==> config.mk <==
export PLATFORM = sky130hd
export DESIGN_NAME = regfile_2r1w
export DESIGN_NICKNAME = d
export VERILOG_FILES = /design/src/rtl/regfile_2r1w_pkg.sv /design/src/rtl/regfile_2r1w_reg_read_mux.sv /design/src/rtl/regfile_2r1w.sv
export SDC_FILE = /design/constraint.sdc
export NUM_CORES = 1
export LEC_CHECK = 0
export CAP_MARGIN = 20
export CORE_MARGIN = 1
export CORE_UTILIZATION = 51
export CTS_CLUSTER_SIZE = 16
export DETAILED_ROUTE_END_ITERATION = 10
export PLACE_DENSITY_LB_ADDON = 0.15
export SLEW_MARGIN = 5
export SYNTH_ARGS = -nofsm -noshare
export SYNTH_HDL_FRONTEND = slang
export SYNTH_SLANG_ARGS = --single-unit
export TNS_END_PERCENT = 20
==> constraint.sdc <==
create_clock -name clk -period 3.9 [get_ports clk]
set_clock_uncertainty 0.2 [all_clocks]
set_input_delay 0.78 -clock clk [delete_from_list [all_inputs] [get_ports clk]]
set_output_delay 0.78 -clock clk [all_outputs]
set_load 0.1 [all_outputs]
==> src/rtl/regfile_2r1w_pkg.sv <==
// regfile_2r1w_pkg: FSM state type and address-width helper shared by the register file and its read mux
package regfile_2r1w_pkg;
  typedef enum logic {IDLE, CLEAR} state_e;
  function automatic int addr_width(input int depth);
    return (depth > 1) ? $clog2(depth) : 1;
  endfunction
endpackage

==> src/rtl/regfile_2r1w_reg_read_mux.sv <==
// reg_read_mux: DEPTH-to-1 register select; ports regs_i (flattened storage), addr_i, data_o (zero when addr_i >= DEPTH)
module reg_read_mux
  import regfile_2r1w_pkg::*;
#(
  parameter int WIDTH = 32,
  parameter int DEPTH = 8,
  localparam int AW = addr_width(DEPTH)
) (
  input  logic [DEPTH-1:0][WIDTH-1:0] regs_i,
  input  logic [AW-1:0]               addr_i,
  output logic [WIDTH-1:0]            data_o
);
  assign data_o = ({1'b0, addr_i} < (AW+1)'(DEPTH)) ? regs_i[addr_i] : '0;
endmodule

==> src/rtl/regfile_2r1w.sv <==
// regfile_2r1w: 2-read/1-write register file with registered reads, write-first bypass and a clear sweep; ports clk, reset, we/wAddr/wData, re0/rAddr0/rData0/rValid0, re1/rAddr1/rData1/rValid1, clr, busy
module regfile_2r1w
  import regfile_2r1w_pkg::*;
#(
  parameter int WIDTH   = 32,
  parameter int DEPTH   = 8,
  parameter bit ZERO_R0 = 1'b0,
  localparam int AW = addr_width(DEPTH)
) (
  input  logic             clk,
  input  logic             reset,
  input  logic             we,
  input  logic [AW-1:0]    wAddr,
  input  logic [WIDTH-1:0] wData,
  input  logic             re0,
  input  logic [AW-1:0]    rAddr0,
  output logic [WIDTH-1:0] rData0,
  output logic             rValid0,
  input  logic             re1,
  input  logic [AW-1:0]    rAddr1,
  output logic [WIDTH-1:0] rData1,
  output logic             rValid1,
  input  logic             clr,
  output logic             busy
);
  state_e                       state_q, state_d;
  logic [AW-1:0]                idx_q, idx_d;
  logic [DEPTH-1:0][WIDTH-1:0]  mem_q, mem_d;
  logic [WIDTH-1:0]             rdata0_q, rdata0_d, rdata1_q, rdata1_d;
  logic                         rvalid0_q, rvalid1_q;
  logic [WIDTH-1:0]             m0, m1, rd0, rd1;
  logic                         wr_ok, idx_last;
  assign busy     = (state_q == CLEAR);
  assign idx_last = (idx_q == AW'(DEPTH - 1));
  // address 0 is never accepted when hard-wired, so it is never bypassed either
  assign wr_ok = we && !busy && ({1'b0, wAddr} < (AW+1)'(DEPTH)) && !(ZERO_R0 && wAddr == '0);
  reg_read_mux #(.WIDTH(WIDTH), .DEPTH(DEPTH)) u_mux0 (.regs_i(mem_q), .addr_i(rAddr0), .data_o(m0));
  reg_read_mux #(.WIDTH(WIDTH), .DEPTH(DEPTH)) u_mux1 (.regs_i(mem_q), .addr_i(rAddr1), .data_o(m1));
  // the sweep entry reads as zero the cycle it is cleared; writes and sweep never coincide
  assign rd0 = (busy && rAddr0 == idx_q) ? '0 : (wr_ok && rAddr0 == wAddr) ? wData : m0;
  assign rd1 = (busy && rAddr1 == idx_q) ? '0 : (wr_ok && rAddr1 == wAddr) ? wData : m1;
  always_comb begin
    mem_d = mem_q;
    if (wr_ok) mem_d[wAddr] = wData;
    if (busy) mem_d[idx_q] = '0;
    state_d  = busy ? (idx_last ? IDLE : CLEAR) : (clr ? CLEAR : IDLE);
    idx_d    = (busy && !idx_last) ? idx_q + 1'b1 : '0;
    rdata0_d = re0 ? rd0 : rdata0_q;
    rdata1_d = re1 ? rd1 : rdata1_q;
  end
  always_ff @(posedge clk) begin
    if (reset) begin
      state_q   <= IDLE;
      idx_q     <= '0;
      mem_q     <= '0;
      rdata0_q  <= '0;
      rdata1_q  <= '0;
      rvalid0_q <= 1'b0;
      rvalid1_q <= 1'b0;
    end else begin
      state_q   <= state_d;
      idx_q     <= idx_d;
      mem_q     <= mem_d;
      rdata0_q  <= rdata0_d;
      rdata1_q  <= rdata1_d;
      rvalid0_q <= re0;
      rvalid1_q <= re1;
    end
  end
  assign rData0  = rdata0_q;
  assign rData1  = rdata1_q;
  assign rValid0 = rvalid0_q;
  assign rValid1 = rvalid1_q;
endmodule

==> results.ini <==
[pwr]
combPwrFrac_pct = 11.9
switching_power_mw = 2.15
clock_power_share_pct = 45.2
p_per_area_nw_per_um2 = 427
pwr-share-seq_pct = 42.9
vdd_drop_max_uv = 311
intPower_mw = 5.89
power.leakage_nw = 6.54
swShare_pct = 26.7

[timing]
setup-violations-final = 0
min_period_ns = 3.16
holdWs_ns = 0.268
fmax_mhz = 317
hold_viol = 0
rsz0062_at_grt = no
tightest_slew_ns = 1.04
drv_slew = 0
period_share_pct = 80.9
max_slew_margin_pct = 30.3
fin_tns_setup_ns = 0

[clocking]
cts_hold_buffers = 0
cts_buffer_depth = 3
clk_pin_slew_ns = 0.06
cts.sinks = 326
post_cts_buffers = 0
clock-root-buffer = clkbuf_16
postCtsResizedCells = 0
cts_htree_levels = 2
numCtsBuffers = 37
cts_tree = yes
clk_latency_ns = 0.52

[drt]
totalWireLength_um = 60800
drc = 0
ant_nets = 0
drtIter0Drc = 1901
dr.pass1.iters = 6
wl_per_cell_um = 24.2
vias_per_cell = 6.35
vias = 15900

[logic_synthesis]
mappedNetlistArea_um2 = 16300
yosys-top-cells-area = dfxtp_1, mux2i_1, nand2_1
ys_warn_count = 0
synth-simple-area-share_pct = 20.0
synth_compound_area_share_pct = 17.8
synthArstFlopShare_pct = 0
synthFlopType = dfxtp_1
synth_top_family_by_area = simple AND/OR/NAND/NOR gates
synth_edf_count = 0
ys_types = 38
yosysSeqAreaShare_pct = 40.1
synth_xor_area_share_pct = 0.646
synth_fp_nets = 2123
yosys.area_share.adder_pct = 0.154
synth_seq_cells = 326
yosys.area.top_type = dfxtp_1
synth.top_cell.area_share_pct = 40.1
avgSynthCellArea_um2 = 7.85
synth_mux_area_share_pct = 15.7
synth_cells = 2074

[grt]
grt_max_degree = 55
grt_pass1_wl_um = 91700
grt_pass1_vias = 15300
grt_usage_pct = 36.7
antenna_found_initial = 0
gr-total-overflow = 0

[layout]
antenna_cells = 0
nFillCells = 2869
drive_gt1_share_pct = 6.46
nets = 2129
area_growth_pct = 15.7
multi_input_area_um2 = 8880
design_area_um2 = 18800
fin_util_pct = 59.9
regArea_um2 = 6530

[flow_run]
drv_cap = 0

[die]
design.die.area_um2 = 32600
row_count = 65
io_pins = 114
core_um2 = 31500
initial_core_util_pct = 51.7
die_y_um = 181
dieWidth_um = 181

[critical_path]
cp_slowest_cell = clkdlybuf4s50_1
worst-path-buf-inv = 1
critPathMaxStageDelay_ns = 1.19
cp-start-kind = register
path_cells = clkdlybuf4s50_1
crit_family = buffers and inverters
worst-setup-path-type = register to output port
arrival_ns = 2.18
cp.required_ns = 2.92
reg2reg_setup_slack_ns = 1.42
worstSetupEndpointType = output port
cp_max_fo = 2

[placed_design]
place.port_buffers = 113
dpl.hpwl_um = 34000
placed_area_um2 = 17600
gp_congestion = 0.849

[min_path]
hp-class = register to register

[status]
status = finished clean

==> cells in the mapped netlist, types with 12 or more instances <==
cell type  count
a211oi_1      64
a21oi_1      257
buf_2         61
clkbuf_1     131
dfxtp_1      326
mux2i_1      256
nand2_1      516
nand2b_1      70
nor2_1        69
nor4_1        64
o21ai_0      128
o22ai_1       64
xnor2_1       12
==> worst paths after layout <==
check                                from    endpoint  cells past startpoint
worst max-delay path            rData0[3]   rData0[3]                      1
worst min-delay path            mem_q[40]   mem_q[40]                      2
worst max register to register       busy  mem_q[238]                      4
worst min register to register  mem_q[40]   mem_q[40]                      2
==> layer usage <==
metal  part of all wire, %  track usage, %
met4                   3.5            13.7
met5                     0           0.593
met2                    43            56.6
met1                    42            51.2
met3                    11            6.20
==> placed cells by master (no fill, tap or decap), drive strengths merged, types with 12 or more instances in the layout <==
cell	synthesis	layout
a21oi	257	257
nand2	516	516
clkbuf	134	55
nor4	64	64
dfxtp	326	326
o21ai	128	128
o22ai	64	64
xnor2	12	12
mux2i	256	256
nand2b	70	70
a211oi	64	64
buf	71	66
nor2	69	69
clkdlybuf4s50	0	106
==> power by group through the flow <==
stage | clock network [mW] | registers (mW) | logic (mW)
global placement | 0 | 3.52 | 0.910
finish | 3.64 | 3.45 | 0.955
global route | 3.79 | 3.45 | 0.985
floorplan | 0 | 3.62 | 0.488
detailed placement | 0 | 3.52 | 0.923
CTS | 3.65 | 3.45 | 0.925
==> area by class of cell <==
class | count | area share, %
Clock buffer | 55 | 5.82
Clock inverter | 10 | 0.856
Inverter | 4 | 0.0797
Multi-Input combinational cell | 1539 | 47.1
Sequential cell | 326 | 34.6
Tap cell | 402 | 2.67
Timing Repair Buffer | 172 | 8.82
==> kinds of logic after synthesis <==
| family | count (synthesis) |
|---|---|
| muxes | 256 |
| AOI/OAI and AO/OA | 523 |
| and+or+nand+nor | 746 |
| DFF | 326 |
| xor gates and xnor gates | 12 |
| adders and majority gates | 2 |
| buffers and inverters | 209 |
==> registers in the layout, indices dropped and copies added (netlist names) <==
name     count
rValid1      1
rData0      32
idx_q        3
rValid0      1
mem_q      256
rData1      32
busy         1
==> metrics by stage <==
stage / worst slack (ns) / power (mW) / instances
6_report: 0.745 / 8.04 / 2508
5_1_grt: 0.761 / 8.23 / 2508
4_1_cts: 0.769 / 8.02 / 2508
3_5_place_dp: 0.607 / 4.44 / 2443
3_3_place_gp: 0.689 / 4.43 / 2443
2_1_floorplan: 1.47 / 4.10 / 2074
Note: power is estimated with default switching activity, not from simulation.
